## src/rtl/packet_framer.sv

```systemverilog
// -----------------------------------------------------------------------------
// packet_framer
//
// Pulls fixed-width sample words from the upstream ring buffer's read port and
// emits them as framed byte packets on a valid/ready byte stream:
//
//   SYNC_BYTE | seq | PACKET_WORDS x WORD_BYTES payload bytes (MSB first) | check
//
// The check byte covers the sequence byte and all payload bytes, but not the
// sync byte.
//
// Build option:
//   PACKET_FRAMER_CRC_EN  defined   -> check byte is CRC-8, poly 0x07, init 0x00,
//                                      MSB first, no reflection, no final XOR
//                         undefined -> check byte is the 8-bit sum (mod 256)
//
// Ports:
//   clk        in   single clock, rising edge
//   rst_n      in   asynchronous, active-low reset
//   in_empty   in   ring buffer empty flag (registered upstream)
//   in_data    in   ring buffer head word, valid while in_empty = 0
//   in_pop     out  consume the head word this cycle
//   out_valid  out  out_data holds a byte
//   out_ready  in   downstream accepts the byte
//   out_data   out  stream byte
//   out_last   out  high with the check byte
//   seq        out  sequence number of the current/next packet
//
// All outputs are decoded from registered state only (plus in_empty for
// in_pop, which is itself registered upstream), so there is no combinational
// path from out_ready to any output.
// -----------------------------------------------------------------------------
module packet_framer #(
  parameter int         WORD_BYTES   = 2,
  parameter int         PACKET_WORDS = 16,
  parameter logic [7:0] SYNC_BYTE    = 8'hA5
) (
  input  logic                    clk,
  input  logic                    rst_n,
  input  logic                    in_empty,
  input  logic [8*WORD_BYTES-1:0] in_data,
  output logic                    in_pop,
  output logic                    out_valid,
  input  logic                    out_ready,
  output logic [7:0]              out_data,
  output logic                    out_last,
  output logic [7:0]              seq
);

  localparam int DW  = 8 * WORD_BYTES;
  localparam int BCW = $clog2(WORD_BYTES) + 1;

  localparam logic [BCW-1:0] LAST_BYTE = BCW'(WORD_BYTES - 1);
  localparam logic [7:0]     LAST_WORD = 8'(PACKET_WORDS);

  typedef enum logic [2:0] {
    IDLE    = 3'd0,
    SYNC    = 3'd1,
    SEQ     = 3'd2,
    LOAD    = 3'd3,
    PAYLOAD = 3'd4,
    CHECK   = 3'd5
  } state_t;

  // Fold one byte into the running check value.
  function automatic logic [7:0] check_update(input logic [7:0] acc,
                                              input logic [7:0] data);
`ifdef PACKET_FRAMER_CRC_EN
    logic [7:0] c;
    c = acc ^ data;
    for (int i = 0; i < 8; i++) begin
      if (c[7]) begin
        c = {c[6:0], 1'b0} ^ 8'h07;
      end else begin
        c = {c[6:0], 1'b0};
      end
    end
    return c;
`else
    return 8'(acc + data);
`endif
  endfunction

  state_t          state_r;
  state_t          state_next_s;
  logic [DW-1:0]   shift_r;
  logic [BCW-1:0]  byte_cnt_r;
  logic [7:0]      word_cnt_r;
  logic [7:0]      acc_r;
  logic [7:0]      seq_r;
  logic [7:0]      head_byte_s;
  logic            handshake_s;

  assign head_byte_s = shift_r[DW-1 -: 8];
  assign seq         = seq_r;

  // State register.
  always_ff @(posedge clk or negedge rst_n) begin
    if (!rst_n) begin
      state_r <= IDLE;
    end else begin
      state_r <= state_next_s;
    end
  end

  // Next-state and output decode from the registered state.
  always_comb begin
    state_next_s = state_r;
    out_valid    = 1'b0;
    out_data     = 8'h00;
    out_last     = 1'b0;
    in_pop       = 1'b0;

    case (state_r)
      IDLE: begin
        // A header is only started once there is a word to follow it.
        if (!in_empty) begin
          state_next_s = SYNC;
        end else begin
          state_next_s = IDLE;
        end
      end

      SYNC: begin
        out_valid = 1'b1;
        out_data  = SYNC_BYTE;
        if (out_ready) begin
          state_next_s = SEQ;
        end else begin
          state_next_s = SYNC;
        end
      end

      SEQ: begin
        out_valid = 1'b1;
        out_data  = seq_r;
        if (out_ready) begin
          state_next_s = LOAD;
        end else begin
          state_next_s = SEQ;
        end
      end

      LOAD: begin
        // Bubble cycle: fetch the next word, stall here while upstream is dry.
        in_pop = !in_empty;
        if (!in_empty) begin
          state_next_s = PAYLOAD;
        end else begin
          state_next_s = LOAD;
        end
      end

      PAYLOAD: begin
        out_valid = 1'b1;
        out_data  = head_byte_s;
        if (out_ready && (byte_cnt_r == LAST_BYTE)) begin
          // word_cnt_r already counts the word currently being shifted out.
          if (word_cnt_r < LAST_WORD) begin
            state_next_s = LOAD;
          end else begin
            state_next_s = CHECK;
          end
        end else begin
          state_next_s = PAYLOAD;
        end
      end

      CHECK: begin
        out_valid = 1'b1;
        out_data  = acc_r;
        out_last  = 1'b1;
        if (out_ready) begin
          state_next_s = IDLE;
        end else begin
          state_next_s = CHECK;
        end
      end

      default: begin
        state_next_s = IDLE;
      end
    endcase
  end

  assign handshake_s = out_valid && out_ready;

  // Datapath: shift register, counters, check accumulator and sequence number.
  always_ff @(posedge clk or negedge rst_n) begin
    if (!rst_n) begin
      shift_r    <= '0;
      byte_cnt_r <= '0;
      word_cnt_r <= 8'h00;
      acc_r      <= 8'h00;
      seq_r      <= 8'h00;
    end else begin
      case (state_r)
        SYNC: begin
          // The sync byte is not covered by the check byte.
          acc_r      <= 8'h00;
          word_cnt_r <= 8'h00;
        end

        SEQ: begin
          if (handshake_s) begin
            acc_r <= check_update(acc_r, seq_r);
          end
        end

        LOAD: begin
          if (in_pop) begin
            shift_r    <= in_data;
            byte_cnt_r <= '0;
            word_cnt_r <= word_cnt_r + 8'd1;
          end
        end

        PAYLOAD: begin
          if (handshake_s) begin
            acc_r      <= check_update(acc_r, head_byte_s);
            shift_r    <= shift_r << 8;
            byte_cnt_r <= byte_cnt_r + BCW'(1);
          end
        end

        CHECK: begin
          if (handshake_s) begin
            seq_r <= seq_r + 8'd1;
          end
        end

        default: begin
          // IDLE holds all datapath state.
        end
      endcase
    end
  end

endmodule
```

## config.mk

```make
export PLATFORM = sky130hd
export DESIGN_NAME = packet_framer
export DESIGN_NICKNAME = d
export VERILOG_FILES = /design/src/rtl/packet_framer.sv
export SDC_FILE = /design/constraint.sdc
export NUM_CORES = 1
export LEC_CHECK = 0
export BUFFER_PORTS_ARGS = -buffer_cell sky130_fd_sc_hd__buf_2
export CAP_MARGIN = 20
export CELL_PAD_IN_SITES_DETAIL_PLACEMENT = 1
export CELL_PAD_IN_SITES_GLOBAL_PLACEMENT = 2
export CORE_MARGIN = 2
export CORE_UTILIZATION = 32
export CTS_CLUSTER_DIAMETER = 150
export CTS_CLUSTER_SIZE = 20
export DETAILED_ROUTE_END_ITERATION = 8
export PLACE_DENSITY_LB_ADDON = 0.1
export SKIP_LAST_GASP = 1
export SLEW_MARGIN = 20
export SYNTH_ARGS = -nofsm -noshare
export SYNTH_HDL_FRONTEND = slang
export SYNTH_SLANG_ARGS = --single-unit
```

## constraint.sdc

```tcl
create_clock -name clk -period 2.8 [get_ports clk]
set_input_delay 0.14 -clock clk [delete_from_list [all_inputs] [get_ports clk]]
set_output_delay 0.14 -clock clk [all_outputs]
set_load 0.1 [all_outputs]
```

Yosys cells after proc, flatten, opt, wreduce, memory -nomap -nowiden
Index checks and enable logic that the tools add are counted.

Bits in registers: 45. Input port bits: 20. Output and inout port bits: 19. Logic and storage cells: 56.

$add $sub $neg: 5. Order comparisons: 1. Equality and inequality tests: 9. Multiplexer cells: 23. Reductions and logical operators: 12.

Operators by type and width (number): two-way mux 16 bit (2); case mux 16 bit (2 select lines) (1); case mux 8 bit (4 select lines) (1); two-way mux 8 bit (3); case mux 8 bit (3 select lines) (1); case mux 3 bit (6 select lines) (1); adder 8 x 1 -> 8 bit, second input constant (2); adder 8 bit (2); case mux 8 bit (2 select lines) (1); two-way mux 3 bit (4); less-than comparator 8 x 5 -> 1 bit, second input constant (1); == test 3 x 2 -> 1 bit, second input constant (2); == test 3 bit, second input constant (2); two-way mux 2 bit (3); inequality test 2 bit, second input constant (3); AND reduction 3 bit (2); two-way mux 1 bit (5); case mux 2 bit (2 select lines) (1); AND reduction 2 bit (2); nonzero test 2 bit (2); OR reduction 4 bit (1); == test 3 x 1 -> 1 bit, second input constant (1); zero test 3 bit (1); nonzero test 3 bit (1); 4 further kinds (5).

Depth between registers and ports, before layout
Gate-level depths: netlist (run 1).

Depth after elaboration: 6. Gate-level depth with buffers: 12. Depth with buffers taken out: 10.

Worst setup path before layout (run 1)
OpenSTA, ideal clock, no wires.

Path type: register to output. From: register state_r[0]. To: output port out_data[3]. Arrival time: 2995 ps. Required time: 2660 ps. Slack: -335 ps. Cell stages (with the launch flop): 5. Buffers on the path: 2. Path through: dfrtp_1 > buf_4 > buf_2 > mux2i_1 > o21ai_0.

Longest elaborated chain between the ends: 2. Elaborated cells on any way between the ends: 5. Those cells by class: eq/ne: 4; mux: 1.

Ends and longest elaborated chain: start, declared (RTL line 84) `state_t state_r;`; start signal, assigned (RTL line 102) `state_r <= state_next_s;`; == test 3 bit, or another cell as far along (RTL line 114) `case (state_r)`; case mux 8 bit (4 select lines) (*) (RTL line 114); end, declared (RTL line 45) `output logic [7:0] out_data,`.

Every way passes the cells marked *; elsewhere a longest branch is shown, timed or not.

Worst setup path after layout (run 1)
From: register state_r[1]. To: register acc_r[6].

Longest elaborated chain between the ends: 6. Elaborated cells on any way between the ends: 12. Those cells by class: eq/ne: 6; mux: 2; reduce/logical: 4.

Ends and longest elaborated chain: == test 3 bit, or another cell as far along (RTL line 114); OR reduction 4 bit (no source line); two-way mux 1 bit (RTL line 114); logical AND 1 bit (RTL line 186) `assign handshake_s = out_valid && out_ready;`; inequality test 2 bit (no source line); AND reduction 3 bit (no source line); end signal, assigned (RTL line 206) `acc_r <= check_update(acc_r, seq_r);`; end signal, assigned (RTL line 220) `acc_r <= check_update(acc_r, head_byte_s);`; end, declared (RTL line 89) `logic [7:0] acc_r;`.

Parallel ways exist; a longest one is shown, timed or not. A chain may end at the register's enable or synchronous reset.

==> flow_summary.rst, run 1 <==
.. list-table::
   :header-rows: 1

   * - Metric
     - Value
   * - Outcome
     - finished, final reports clean
   * - Library cells used by synthesis
     - 49
   * - Sequential cell fraction of total power
     - 0.305
   * - Max-capacitance violation count
     - 0
   * - PD cells
     - ~1100 nW/um^2
   * - Clock latency on the worst-skew pair
     - roughly 0.32 ns
   * - Placed inst area
     - about 2900 um^2
   * - Area of the placeable core
     - 8090 um^2
   * - Number of vias per cell
     - 5.15
   * - GRT Total Usage
     - 0.176
   * - Global-route wire length before repair
     - 11900 um
   * - Fraction of the yosys area taken by sequential cells
     - 0.428
   * - Switching part of the total
     - 0.523
   * - Wirelength per Cell
     - 18.0 um
   * - Reported net switching power
     - 0.00177 W
   * - Final Slew Violations
     - 0
   * - Largest net degree at the start of global routing
     - 46
   * - Drc violations
     - 0
   * - H-tree levels
     - 2
   * - Net count after synthesis
     - 296
   * - GP Congestion
     - 0.819
   * - Leakage power
     - 1.42 nW
   * - Fraction of registers with async set or reset after synthesis
     - 1.00
   * - Final number of setup-violating endpoints
     - 0
   * - Die outline area
     - 8970 um^2
   * - Type of destination of the critical path
     - flop
   * - Prevailing post-synth register cell
     - sky130_fd_sc_hd__dfrtp_1
   * - Achievable clock frequency
     - roughly 370 MHz
   * - TritonCTS buffer count
     - 5
   * - Slowest CP cell
     - sky130_fd_sc_hd__or4_1
   * - Count of antenna-violating nets left after detailed routing
     - 0
   * - Number of instances in the synthesized netlist
     - 265
   * - Critical Setup Path Class
     - reg -> reg
   * - Worst min-delay path class
     - in -> reg
   * - Post-layout minimum cycle time
     - 2.70 ns
   * - Number of warnings issued by yosys
     - 0
   * - Worst Path Required
     - 3.04 ns
   * - Portion of total power attributed to combinational logic
     - 0.543
   * - Number of sinks handled by clock tree synthesis
     - 45
   * - Data arrival at the endpoint of the critical path
     - 2.95 ns
   * - Std-Cell Rows
     - 33
   * - Post-synthesis to final-layout area growth
     - 16.8%
   * - Syn_area_per_cell
     - 9.93 um^2
   * - RSZ-0062 raised after global routing
     - true
   * - Io pins
     - 39
   * - Area of all placed cells without fillers
     - 3070 um^2
   * - Total wire length
     - 7420 um
   * - Series of cell instances along the critical path
     - nor3b_4 -> buf_4 -> mux2_2 -> inv_1 -> fa_1 -> nor2b_1 -> o21ai_1 -> a21boi_0 -> or4_1 -> nand3_1
   * - Number of synthesized flops with an enable pin
     - 0
   * - Via count
     - 2122
   * - Setup repair bufs after CTS
     - 0
   * - Post-detailed-placement half-perimeter wirelength
     - between 5000 and 6000 um
   * - Slowest cell delay on critical path
     - 0.50 ns
   * - Starting utilization of the core area
     - 0.325
   * - Vias in the first global route
     - 2240
   * - Die extent in x
     - 94.7 um
   * - Drt initial violations
     - 100
   * - Synthesis-stage register bit count
     - 45
   * - Maximum fanout along the worst path
     - 8
   * - Total Nets Final
     - around 340
   * - Total standard cell area after synthesis
     - 2630 um^2
   * - Height of the die
     - 94.7 um
   * - Overflow after GRT
     - 0
   * - Root Buffer
     - sky130_fd_sc_hd__clkbuf_8
   * - CTS tree
     - built
   * - Worst supply voltage drop on vdd
     - roughly 320 uV
   * - Fin util
     - 0.380
   * - Relative slew margins
     - 0.596
   * - Number of iterations in the first detailed-routing pass
     - 4
   * - Endpoints failing hold
     - 0
   * - Buffers from clock root to sink, at most
     - 2
   * - Relative contribution of the clock network to total power
     - 0.152
   * - Transition time at the pin with the least slew margin
     - around 0.6 ns
   * - Final period utilization
     - 0.966
   * - Number of port buffers
     - 38
   * - Clock slew at the register clock pins of the worst setup and hold paths
     - 0.10 ns
   * - Worst-case clock skew
     - roughly 0.017 ns
   * - Antenna violations before repair
     - 0
   * - Placement Setup Slack
     - 0.0501 ns
   * - Final worst-path setup slack
     - between 0.09 and 0.1 ns
   * - Cell internal power dissipation
     - 0.00161 W
   * - Fraction of final layout cells sized beyond drive strength 1
     - 0.238
   * - Startpoint class of the critical path
     - flop
   * - Diodes inserted
     - 0
-- state kept, by name, indices dropped and copies added (netlist names) --
| signal | flops |
|---|---|
| seq | 8 |
| acc_r | 8 |
| word_cnt_r | 8 |
| state_r | 3 |
| shift_r | 16 |
| byte_cnt_r | 2 |
-- metrics by stage --
step	instances	hold WS, ns	total power [W]	TNS (ns)
after CTS	412	0.0406	0.00341	0
after global routing	412	0.0500	0.00359	-0.0323
after global placement	403	0.292	0.00287	0
final	412	0.0518	0.00338	0
after detailed placement	403	0.284	0.00287	0
after floorplan	265	-0.156	0.00246	0
-- cells by family (layout without fill, tap and decap cells) --
kind of cell    Yosys count  in the layout  synth area share
flops                    45             45             0.428
simple gates             80             80             0.165
mux                      21             21            0.0836
xor+xnor                 18             18            0.0599
buf+inv                  24             66            0.0489
compound gates           66             66             0.159
fa+ha+maj                11             11            0.0551
-- layout make-up --
cell class / instances / area (um^2)
inverter: 10 / 37.5
clock inverter: 2 / 38.8
clock buffer: 6 / 72.6
tap: 105 / 131
timing repair buffer: 48 / 268
multi-input combinational: 196 / 1400
sequential: 45 / 1130
fill: 970 / 5020
-- power groups by stage --
stage / clock (W) / sequential (W) / combinational [W]
final: 0.000512 / 0.00103 / 0.00183
after CTS: 0.000532 / 0.00103 / 0.00185
after global routing: 0.000555 / 0.00107 / 0.00197
after detailed placement: 0 / 0.00104 / 0.00183
after floorplan: 0 / 0.00112 / 0.00134
after global placement: 0 / 0.00104 / 0.00183
-- layout by cell type, fill, tap and decap left out, types with 2 or more instances in the layout --
cell and count:
sky130_fd_sc_hd__buf_2 38, sky130_fd_sc_hd__nand3_1 16, sky130_fd_sc_hd__ha_1 10, sky130_fd_sc_hd__a21oi_1 8, sky130_fd_sc_hd__nand4_1 5, sky130_fd_sc_hd__buf_4 9
sky130_fd_sc_hd__o22ai_1 4, sky130_fd_sc_hd__nor3b_1 2, sky130_fd_sc_hd__and3_1 4, sky130_fd_sc_hd__nand2_1 23, sky130_fd_sc_hd__mux2i_1 13, sky130_fd_sc_hd__dfrtp_1 45
sky130_fd_sc_hd__a22o_1 9, sky130_fd_sc_hd__o21ai_0 22, sky130_fd_sc_hd__nor2b_1 6, sky130_fd_sc_hd__o21ai_1 6, sky130_fd_sc_hd__inv_1 9, sky130_fd_sc_hd__mux2_2 8
sky130_fd_sc_hd__nand2b_1 2, sky130_fd_sc_hd__xnor2_1 8, sky130_fd_sc_hd__clkbuf_8 5, sky130_fd_sc_hd__a22oi_1 5, sky130_fd_sc_hd__xor2_1 10, sky130_fd_sc_hd__nor2_1 10
-- critical path: cells and delay by family (launching register included) --
kind | cells | cell delay (ns)
DFF | 1 | 0.43
AOI/OAI and AO/OA | 2 | 0.36
adders and majority gates | 1 | 0.21
muxes | 1 | 0.37
and+or+nand+nor | 4 | 0.93
buffers and inverters | 2 | 0.32
-- cell usage after synthesis (2+ instances only) --
library cell	number	area, um^2
sky130_fd_sc_hd__xor2_1	10	87.6
sky130_fd_sc_hd__xnor2_1	8	70.1
sky130_fd_sc_hd__a22o_1	9	78.8
sky130_fd_sc_hd__inv_1	9	33.8
sky130_fd_sc_hd__nand2_1	23	86.3
sky130_fd_sc_hd__nand4_1	5	31.3
sky130_fd_sc_hd__buf_4	4	30.0
sky130_fd_sc_hd__mux2i_1	13	130
sky130_fd_sc_hd__dfrtp_1	45	1130
sky130_fd_sc_hd__nor2b_1	6	37.5
sky130_fd_sc_hd__nand3_1	16	80.1
sky130_fd_sc_hd__nor2_1	10	37.5
sky130_fd_sc_hd__ha_1	10	125
sky130_fd_sc_hd__mux2_2	8	90.1
sky130_fd_sc_hd__o21ai_0	27	135
sky130_fd_sc_hd__a21oi_1	8	40.0
sky130_fd_sc_hd__nand2b_1	2	12.5
sky130_fd_sc_hd__and3_1	4	25.0
sky130_fd_sc_hd__buf_2	7	35.0
sky130_fd_sc_hd__buf_6	2	22.5
sky130_fd_sc_hd__nor3b_1	3	22.5
sky130_fd_sc_hd__o22ai_1	5	31.3
sky130_fd_sc_hd__a22oi_1	5	37.5
-- layer usage --
layer / track usage / vias to the layer above / part of all wire
met5: 0 / - / 0
met2: 0.290 / 30 / 0.48
li1: - / 1031 / -
met1: 0.236 / 1053 / 0.48
met3: 0.0327 / 8 / 0.027
met4: 0.0471 / 0 / 0.015
-- final timing paths --
check	from	endpoint	slack, ns	cells after the start
setup reg to reg	state_r[1]	acc_r[6]	0.1	10
max in group asynchronous	rst_n	shift_r[4]	1.93	3
min in group asynchronous	rst_n	word_cnt_r[4]	0.44	3
hold reg to reg	shift_r[6]	shift_r[6]	0.50	1
setup / recovery	state_r[1]	acc_r[6]	0.1	10
hold / removal	in_data[7]	shift_r[7]	0.05	2
-- timing repair --
item | in CTS | in global routing
hold buffers | 1 | 0
endpoints found under the setup margin | 1 | 2
gates resized for setup | 1 | 2
endpoints found under the hold margin | 45 | 0
Power figures use the tool's default switching activity.
==> inputs of run 2 (changes only) <==
- clock period: 2.8 -> 2.3 ns (I/O delays scaled with it)
==> run 2 against run 1 <==
The flow now finishes with violations (negative setup slack). Total power rose by 31%. Clock skew fell by 0.011 ns. Critical path depth rose by 1. Cell count rose by 4.6%. Sequential share of layout area fell by 4.0 points. Global-route usage fell by 0.19 points. Critical endpoint unchanged.
==> flow_summary.rst, run 2 (synthesis results as in run 1) <==
.. list-table::
   :header-rows: 1

   * - Metric
     - Value
   * - Outcome
     - complete, but fails checks
   * - Failing checks
     - negative setup slack
   * - Max-capacitance violation count
     - 0 (unchanged)
   * - Worst-case clock skew
     - 0.00676 ns (-0.0106 ns)
   * - Hold Worst Slack
     - 0.0325 ns (-0.0193 ns)
   * - Number of port buffers
     - 38 (unchanged)
   * - PD cells
     - 1280 nW/um^2 (+17%)
   * - Antenna violations before repair
     - 0 (unchanged)
   * - Achievable clock frequency
     - 416 MHz (+13%)
   * - Endpoints failing hold
     - 0 (unchanged)
   * - Total Nets Final
     - 356 (+5.6%)
   * - Critical Setup Path Class
     - reg -> reg
   * - Root Buffer
     - sky130_fd_sc_hd__clkbuf_8
   * - H-tree levels
     - 2 (unchanged)
   * - Flip-flop count of the largest register, all copies and words added
     - 16 (unchanged)
   * - Drt initial violations
     - 63 (-37%)
   * - Io pins
     - 39 (unchanged)
   * - RSZ-0062 raised after global routing
     - true
   * - GP Congestion
     - 0.841 (+2.8%)
   * - Wirelength per Cell
     - 16.9 um (-6.2%)
   * - Relative slew margins
     - 0.676 (+0.0804)
   * - Data arrival at the endpoint of the critical path
     - 2.64 ns (-0.31 ns)
   * - Diodes inserted
     - 0 (unchanged)
   * - Leakage power
     - 1.56 nW (+9.9%)
   * - Commonest cells after routing, fill and taps aside
     - sky130_fd_sc_hd__dfrtp_1, sky130_fd_sc_hd__buf_2, sky130_fd_sc_hd__buf_4, sky130_fd_sc_hd__nand2_1, sky130_fd_sc_hd__o21ai_0
   * - Post-synthesis to final-layout area growth
     - 31.4%
   * - Number of iterations in the first detailed-routing pass
     - 4 (unchanged)
   * - Slowest cell delay on critical path
     - 0.42 ns (-0.08 ns)
   * - Slowest CP cell
     - sky130_fd_sc_hd__dfrtp_1
   * - Placed cell count
     - 416 (+3.2%)
   * - Die extent in x
     - 94.7 um (unchanged)
   * - Number of inserted filler cells in the final layout
     - 926 (-4.5%)
   * - Final Slew Violations
     - 0 (unchanged)
   * - Count of buffering cells on the critical path with inverters included
     - 2 (unchanged)
   * - Fraction of final layout cells sized beyond drive strength 1
     - 0.347 (+0.109)
   * - Largest net degree at the start of global routing
     - 28 (-39%)
   * - Series of cell instances along the critical path
     - nor3b_4 -> buf_4 -> mux2_4 -> ha_4 -> inv_2 -> fa_2 -> nor2b_1 -> o21ai_2 -> a21boi_2 -> or4_1 -> nand3_1
   * - Worst Path Required
     - 2.54 ns (-0.50 ns)
   * - Met3 Usage GRT
     - 0.0279 (-0.00479)
   * - Global-route wire length before repair
     - 11800 um (-0.87%)
   * - Worst min-delay path class
     - in -> reg
   * - Worst supply voltage drop on vdd
     - 448 uV (+41%)
   * - Global routing's busiest layer
     - met2
   * - Via count
     - 2167 (+2.1%)
   * - Starting utilization of the core area
     - 0.325 (unchanged)
   * - Buffers from clock root to sink, at most
     - 2 (unchanged)
   * - CTS tree
     - built
   * - Final number of setup-violating endpoints
     - 3 (+3)
   * - TritonCTS buffer count
     - 5 (unchanged)
   * - Count of antenna-violating nets left after detailed routing
     - 0 (unchanged)
   * - Number of sinks handled by clock tree synthesis
     - 45 (unchanged)
   * - Commonest non-fill, non-tap cell in the layout
     - sky130_fd_sc_hd__dfrtp_1
   * - Drc violations
     - 0 (unchanged)
   * - Startpoint class of the critical path
     - flop
   * - Height of the die
     - 94.7 um (unchanged)
   * - Final period utilization
     - 1.04 (+0.0781)
   * - Final worst-path setup slack
     - -0.101 ns (-0.197 ns)
   * - Transition time at the pin with the least slew margin
     - 0.486 ns (-0.121 ns)
   * - Die outline area
     - 8970 um^2 (unchanged)
   * - Top Family by Delay on Critical Path
     - simple AND/OR/NAND/NOR gates
   * - Finished Layout Cells
     - 431 (+4.6%)
   * - Overflow after GRT
     - 0 (unchanged)
   * - Post-layout minimum cycle time
     - 2.40 ns (-0.303 ns)
   * - Clock latency on the worst-skew pair
     - 0.30 ns (-0.02 ns)
   * - Area of the placeable core
     - 8090 um^2 (unchanged)
   * - Vias in the first global route
     - 2216 (-1.1%)
   * - Register ranked first by flip-flop count
     - shift_r
   * - Number of vias per cell
     - 5.03 (-2.4%)
   * - Total wire length
     - 7280 um (-1.8%)
   * - GRT Total Usage
     - 0.174 (-0.00189)
   * - Met1 Usage GRT
     - 0.246 (+0.00989)
   * - GR Util met2
     - 0.275 (-0.0148)
   * - Type of destination of the critical path
     - flop
   * - Clock slew at the register clock pins of the worst setup and hold paths
     - 0.09 ns (about the same)
   * - Post-detailed-placement half-perimeter wirelength
     - 5480 um (-0.56%)
   * - Maximum fanout along the worst path
     - 3 (-5)
   * - Std-Cell Rows
     - 33 (unchanged)
==> run 2: area by class of cell <==
class                   instances  area [um^2]  share of cell area
inverters                      10         37.5              0.0108
flip-flops and latches         45         1130               0.326
well taps                     105          131              0.0380
multi-input cells             196         1510               0.435
clock inverters                 3         17.5             0.00506
repair buffers                 67          569               0.165
clock buffers                   5         68.8              0.0199
==> run 2: per-stage QoR <==
stage / util / setup TNS (ns) / power, W / setup WS (ns) / area, um^2
2_1_floorplan: - / -0.326 / 0.00305 / -0.211 / 2680
3_5_place_dp: 0.399 / -0.589 / 0.00387 / -0.209 / 3230
3_3_place_gp: 0.399 / -0.379 / 0.00384 / -0.163 / 3230
4_1_cts: 0.424 / -0.115 / 0.00447 / -0.0611 / 3430
6_report: 0.427 / -0.105 / 0.00443 / -0.101 / 3460
5_1_grt: 0.427 / -0.805 / 0.00474 / -0.243 / 3460
==> run 2: path summary, 6_finish.rpt <==
path,startpoint,end,slack [ns],cells after the start
min in group asynchronous,rst_n,word_cnt_r[4],0.31,2
min,in_data[6],shift_r[6],0.03,2
max,state_r[1],acc_r[6],-0.10,11
max reg2reg,state_r[1],acc_r[6],-0.10,11
max in group asynchronous,rst_n,state_r[2],1.49,3
min reg2reg,byte_cnt_r[0],byte_cnt_r[0],0.51,1
==> run 2: worst reg2reg max path: stages (launching register included) <==
cell,delay (ns)
sky130_fd_sc_hd__dfrtp_1,0.42
sky130_fd_sc_hd__nor3b_4,0.27
sky130_fd_sc_hd__buf_4,0.16
sky130_fd_sc_hd__mux2_4,0.30
sky130_fd_sc_hd__ha_4,0.17
sky130_fd_sc_hd__inv_2,0.05
sky130_fd_sc_hd__fa_2,0.20
sky130_fd_sc_hd__nor2b_1,0.05
sky130_fd_sc_hd__o21ai_2,0.16
sky130_fd_sc_hd__a21boi_2,0.08
sky130_fd_sc_hd__or4_1,0.40
sky130_fd_sc_hd__nand3_1,0.08
==> run 2: what timing repair did <==
| item | in CTS | in global routing |
|---|---|---|
| hold buffers | 1 | 0 |
| pin swaps | 7 | 2 |
| endpoints found under the setup margin | 4 | 6 |
| hold endpoints to repair | 18 | 0 |
| setup buffers | 6 | 0 |
| resized for setup | 14 | 7 |
==> run 2: per-layer routing <==
layer / wire [um] / share of wire / vias to the layer above
met4: 90 / 0.012 / 0
li1: - / - / 1077
met5: 0 / 0 / -
met1: 3700 / 0.51 / 1061
met2: 3350 / 0.46 / 24
met3: 145 / 0.020 / 5
==> run 2: report_power, final <==
group	leakage, nW	switching, W	internal, W	total, W
Clock	0.0439	0.000288	0.000210	0.000499
Combinational	0.920	0.00173	0.000963	0.00270
Sequential	0.595	0.000210	0.00103	0.00124
==> inputs of run 3 (changes only) <==
- HOLD_SLACK_MARGIN: not set -> 0.06
==> run 3 against run 2 <==
The flow still finishes with violations (negative setup slack). Total power is 0.28% higher. Sequential share of layout area is 0.74 points lower. Wire length is 0.77% higher. Non-clock buffer count is 8 higher. Sequential cell count stayed put. Core utilization is 0.99 points higher. Critical endpoint unchanged.
==> flow_summary.rst, run 3 (synthesis results as in run 1) <==
.. list-table::
   :header-rows: 1

   * - Metric
     - Value
   * - Starting utilization of the core area
     - 0.325 (unchanged)
   * - Number of inserted filler cells in the final layout
     - 932 (+0.65%)
   * - Die extent in x
     - 94.7 um (unchanged)
   * - Cell count of the worst reg-to-reg path
     - 11 (unchanged)
   * - PD cells
     - 1260 nW/um^2 (-2.0%)
   * - Buffers from clock root to sink, at most
     - 2 (unchanged)
   * - Outcome
     - complete, but fails checks
   * - Relative slew margins
     - 0.676 (about the same)
   * - Vias in the first global route
     - 2258 (+1.9%)
   * - Commonest cells after routing, fill and taps aside
     - sky130_fd_sc_hd__dfrtp_1, sky130_fd_sc_hd__buf_2, sky130_fd_sc_hd__buf_4, sky130_fd_sc_hd__nand2_1, sky130_fd_sc_hd__o21ai_0
   * - Total wire length
     - 7340 um (+0.77%)
   * - First element of the critical path
     - state_r[1]
   * - Area of the placeable core
     - 8090 um^2 (unchanged)
   * - Count of antenna-violating nets left after detailed routing
     - 0 (unchanged)
   * - Std-Cell Rows
     - 33 (unchanged)
   * - Worst setup endpoint
     - acc_r[6]
   * - Io pins
     - 39 (unchanged)
   * - Endpoints failing hold
     - 0 (unchanged)
   * - Total Power Consumption
     - 0.00445 W (+0.28%)
   * - GP Congestion
     - 0.841 (unchanged)
   * - Post-synthesis to final-layout area growth
     - 34.5%
   * - Post-layout minimum cycle time
     - 2.40 ns (-0.000166 ns)
   * - Number of sinks handled by clock tree synthesis
     - 45 (unchanged)
   * - R2R Path Start
     - state_r[1]
   * - Flip-flop count of the largest register, all copies and words added
     - 16 (unchanged)
   * - Data arrival at the endpoint of the critical path
     - 2.64 ns (about the same)
   * - Leakage power
     - 1.59 nW (+2.1%)
   * - Antenna violations before repair
     - 0 (unchanged)
   * - Final period utilization
     - 1.04 (about the same)
   * - Slack of the worst reg-to-reg path
     - -0.10 ns (about the same)
   * - Worst-case clock skew
     - 0.00516 ns (-0.00159 ns)
   * - Via count
     - 2207 (+1.8%)
   * - Area of all placed cells without fillers
     - 3540 um^2 (+2.3%)
   * - Number of port buffers
     - 38 (unchanged)
   * - Commonest non-fill, non-tap cell in the layout
     - sky130_fd_sc_hd__dfrtp_1
   * - TritonCTS buffer count
     - 5 (unchanged)
   * - Drt initial violations
     - 65 (+3.2%)
   * - Total Nets Final
     - 364 (+2.2%)
   * - Largest net degree at the start of global routing
     - 28 (unchanged)
   * - Critical Setup Path Class
     - reg -> reg
   * - Slowest CP cell
     - sky130_fd_sc_hd__dfrtp_1
   * - Global-route wire length before repair
     - 11900 um (+1.4%)
   * - Register area
     - 1130 um^2 (unchanged)
   * - Max-capacitance violation count
     - 0 (unchanged)
   * - RSZ-0062 raised after global routing
     - true
   * - Final worst-path setup slack
     - -0.101 ns (+0.000166 ns)
   * - Achievable clock frequency
     - 416 MHz (about the same)
   * - Final Slew Violations
     - 0 (unchanged)
   * - Clock latency on the worst-skew pair
     - 0.29 ns (about the same)
   * - Startpoint class of the critical path
     - flop
   * - Slowest cell delay on critical path
     - 0.42 ns (about the same)
   * - Series of cell instances along the critical path
     - nor3b_4 -> buf_4 -> mux2_4 -> ha_4 -> inv_2 -> fa_2 -> nor2b_1 -> o21ai_2 -> a21boi_2 -> or4_1 -> nand3_1
   * - Area of the multi-input gates
     - 1510 um^2 (unchanged)
   * - CTS tree
     - built
   * - Final sum of negative setup slack
     - -0.103 ns (+0.00137 ns)
   * - GRT Total Usage
     - 0.176 (+0.00218)
   * - Diodes inserted
     - 0 (unchanged)
   * - Worst min-delay path class
     - in -> reg
   * - Height of the die
     - 94.7 um (unchanged)
   * - Wirelength per Cell
     - 16.7 um (-1.1%)
   * - Transition time at the pin with the least slew margin
     - 0.485 ns (-0.000168 ns)
   * - Clock slew at the register clock pins of the worst setup and hold paths
     - 0.09 ns (about the same)
   * - Drc violations
     - 0 (unchanged)
   * - Final number of setup-violating endpoints
     - 3 (unchanged)
   * - Overflow after GRT
     - 0 (unchanged)
   * - H-tree levels
     - 2 (unchanged)
   * - Root Buffer
     - sky130_fd_sc_hd__clkbuf_8
   * - Fraction of final layout cells sized beyond drive strength 1
     - 0.338 (-0.00830)
   * - Die outline area
     - 8970 um^2 (unchanged)
   * - Fin util
     - 0.437 (+0.00989)
   * - Register ranked first by flip-flop count
     - shift_r
   * - Placed inst area
     - 3230 um^2 (unchanged)
   * - Type of destination of the critical path
     - flop
   * - Failing checks
     - negative setup slack
   * - Number of vias per cell
     - 5.03 (about the same)
   * - Maximum fanout along the worst path
     - 3 (unchanged)
   * - Destination of the worst register-to-register timing path
     - acc_r[6]
   * - Worst supply voltage drop on vdd
     - 448 uV (about the same)
   * - Post-detailed-placement half-perimeter wirelength
     - 5480 um (unchanged)
   * - Worst Path Required
     - 2.54 ns (about the same)
   * - Number of iterations in the first detailed-routing pass
     - 4 (unchanged)
[run 3: cell count changes in the layout (fill, tap and decap cells not counted)]
cell / before / now
sky130_fd_sc_hd__dlygate4sd3_1: 1 / 9
[run 3: final cells by class]
cell class / instances / area share
flip-flops and latches: 45 / 0.319
repair buffers: 75 / 0.183
clock inverters: 3 / 0.00495
clock buffers: 5 / 0.0194
well taps: 105 / 0.0371
inverters: 10 / 0.0106
multi-input cells: 196 / 0.426
[run 3: routing by layer]
layer	vias to the layer above	track usage	routed length [um]
met4	0	0.0459	90
met5	-	0	0
li1	1093	-	-
met3	5	0.0279	129
met2	26	0.281	3370
met1	1083	0.248	3750
[run 3: critical path, delay by kind of cell, from the launching register on]
| kind | cells | cell delay [ns] |
|---|---|---|
| adders and majority gates | 2 | 0.37 |
| muxes | 1 | 0.30 |
| and+or+nand+nor | 4 | 0.80 |
| buffers and inverters | 2 | 0.21 |
| DFF | 1 | 0.42 |
| AOI/OAI and AO/OA | 2 | 0.24 |
[run 3: worst min-delay path by stage]
stage          slack [ns]   startpoint             to  cells after the start
3_5_place_dp         0.11        rst_n  word_cnt_r[4]                      1
2_1_floorplan       -0.18        rst_n       acc_r[0]                      0
6_report             0.10  in_data[11]    shift_r[11]                      3
3_3_place_gp         0.11        rst_n  word_cnt_r[4]                      1
5_1_grt              0.10   in_data[9]     shift_r[9]                      3
4_1_cts               0.1  in_data[10]    shift_r[10]                      3
[run 3: metrics by stage]
stage	setup slack (ns)	hold slack (ns)	cells
3_3_place_gp	-0.163	0.112	416
4_1_cts	-0.0611	0.0992	439
2_1_floorplan	-0.211	-0.181	265
5_1_grt	-0.243	0.102	439
6_report	-0.101	0.103	439
3_5_place_dp	-0.209	0.109	416
[run 3: timing repair]
item                       CTS  global route
buffers inserted             6             0
hold endpoints to repair    26             0
pin swaps                    7             2
hold buffers                 9             0
setup endpoints to repair    4             6
resized for setup           14             7
[run 3: power by group]
group | switching, W | internal, W
registers | 0.000210 | 0.00103
clock network | 0.000286 | 0.000210
logic | 0.00174 | 0.000972
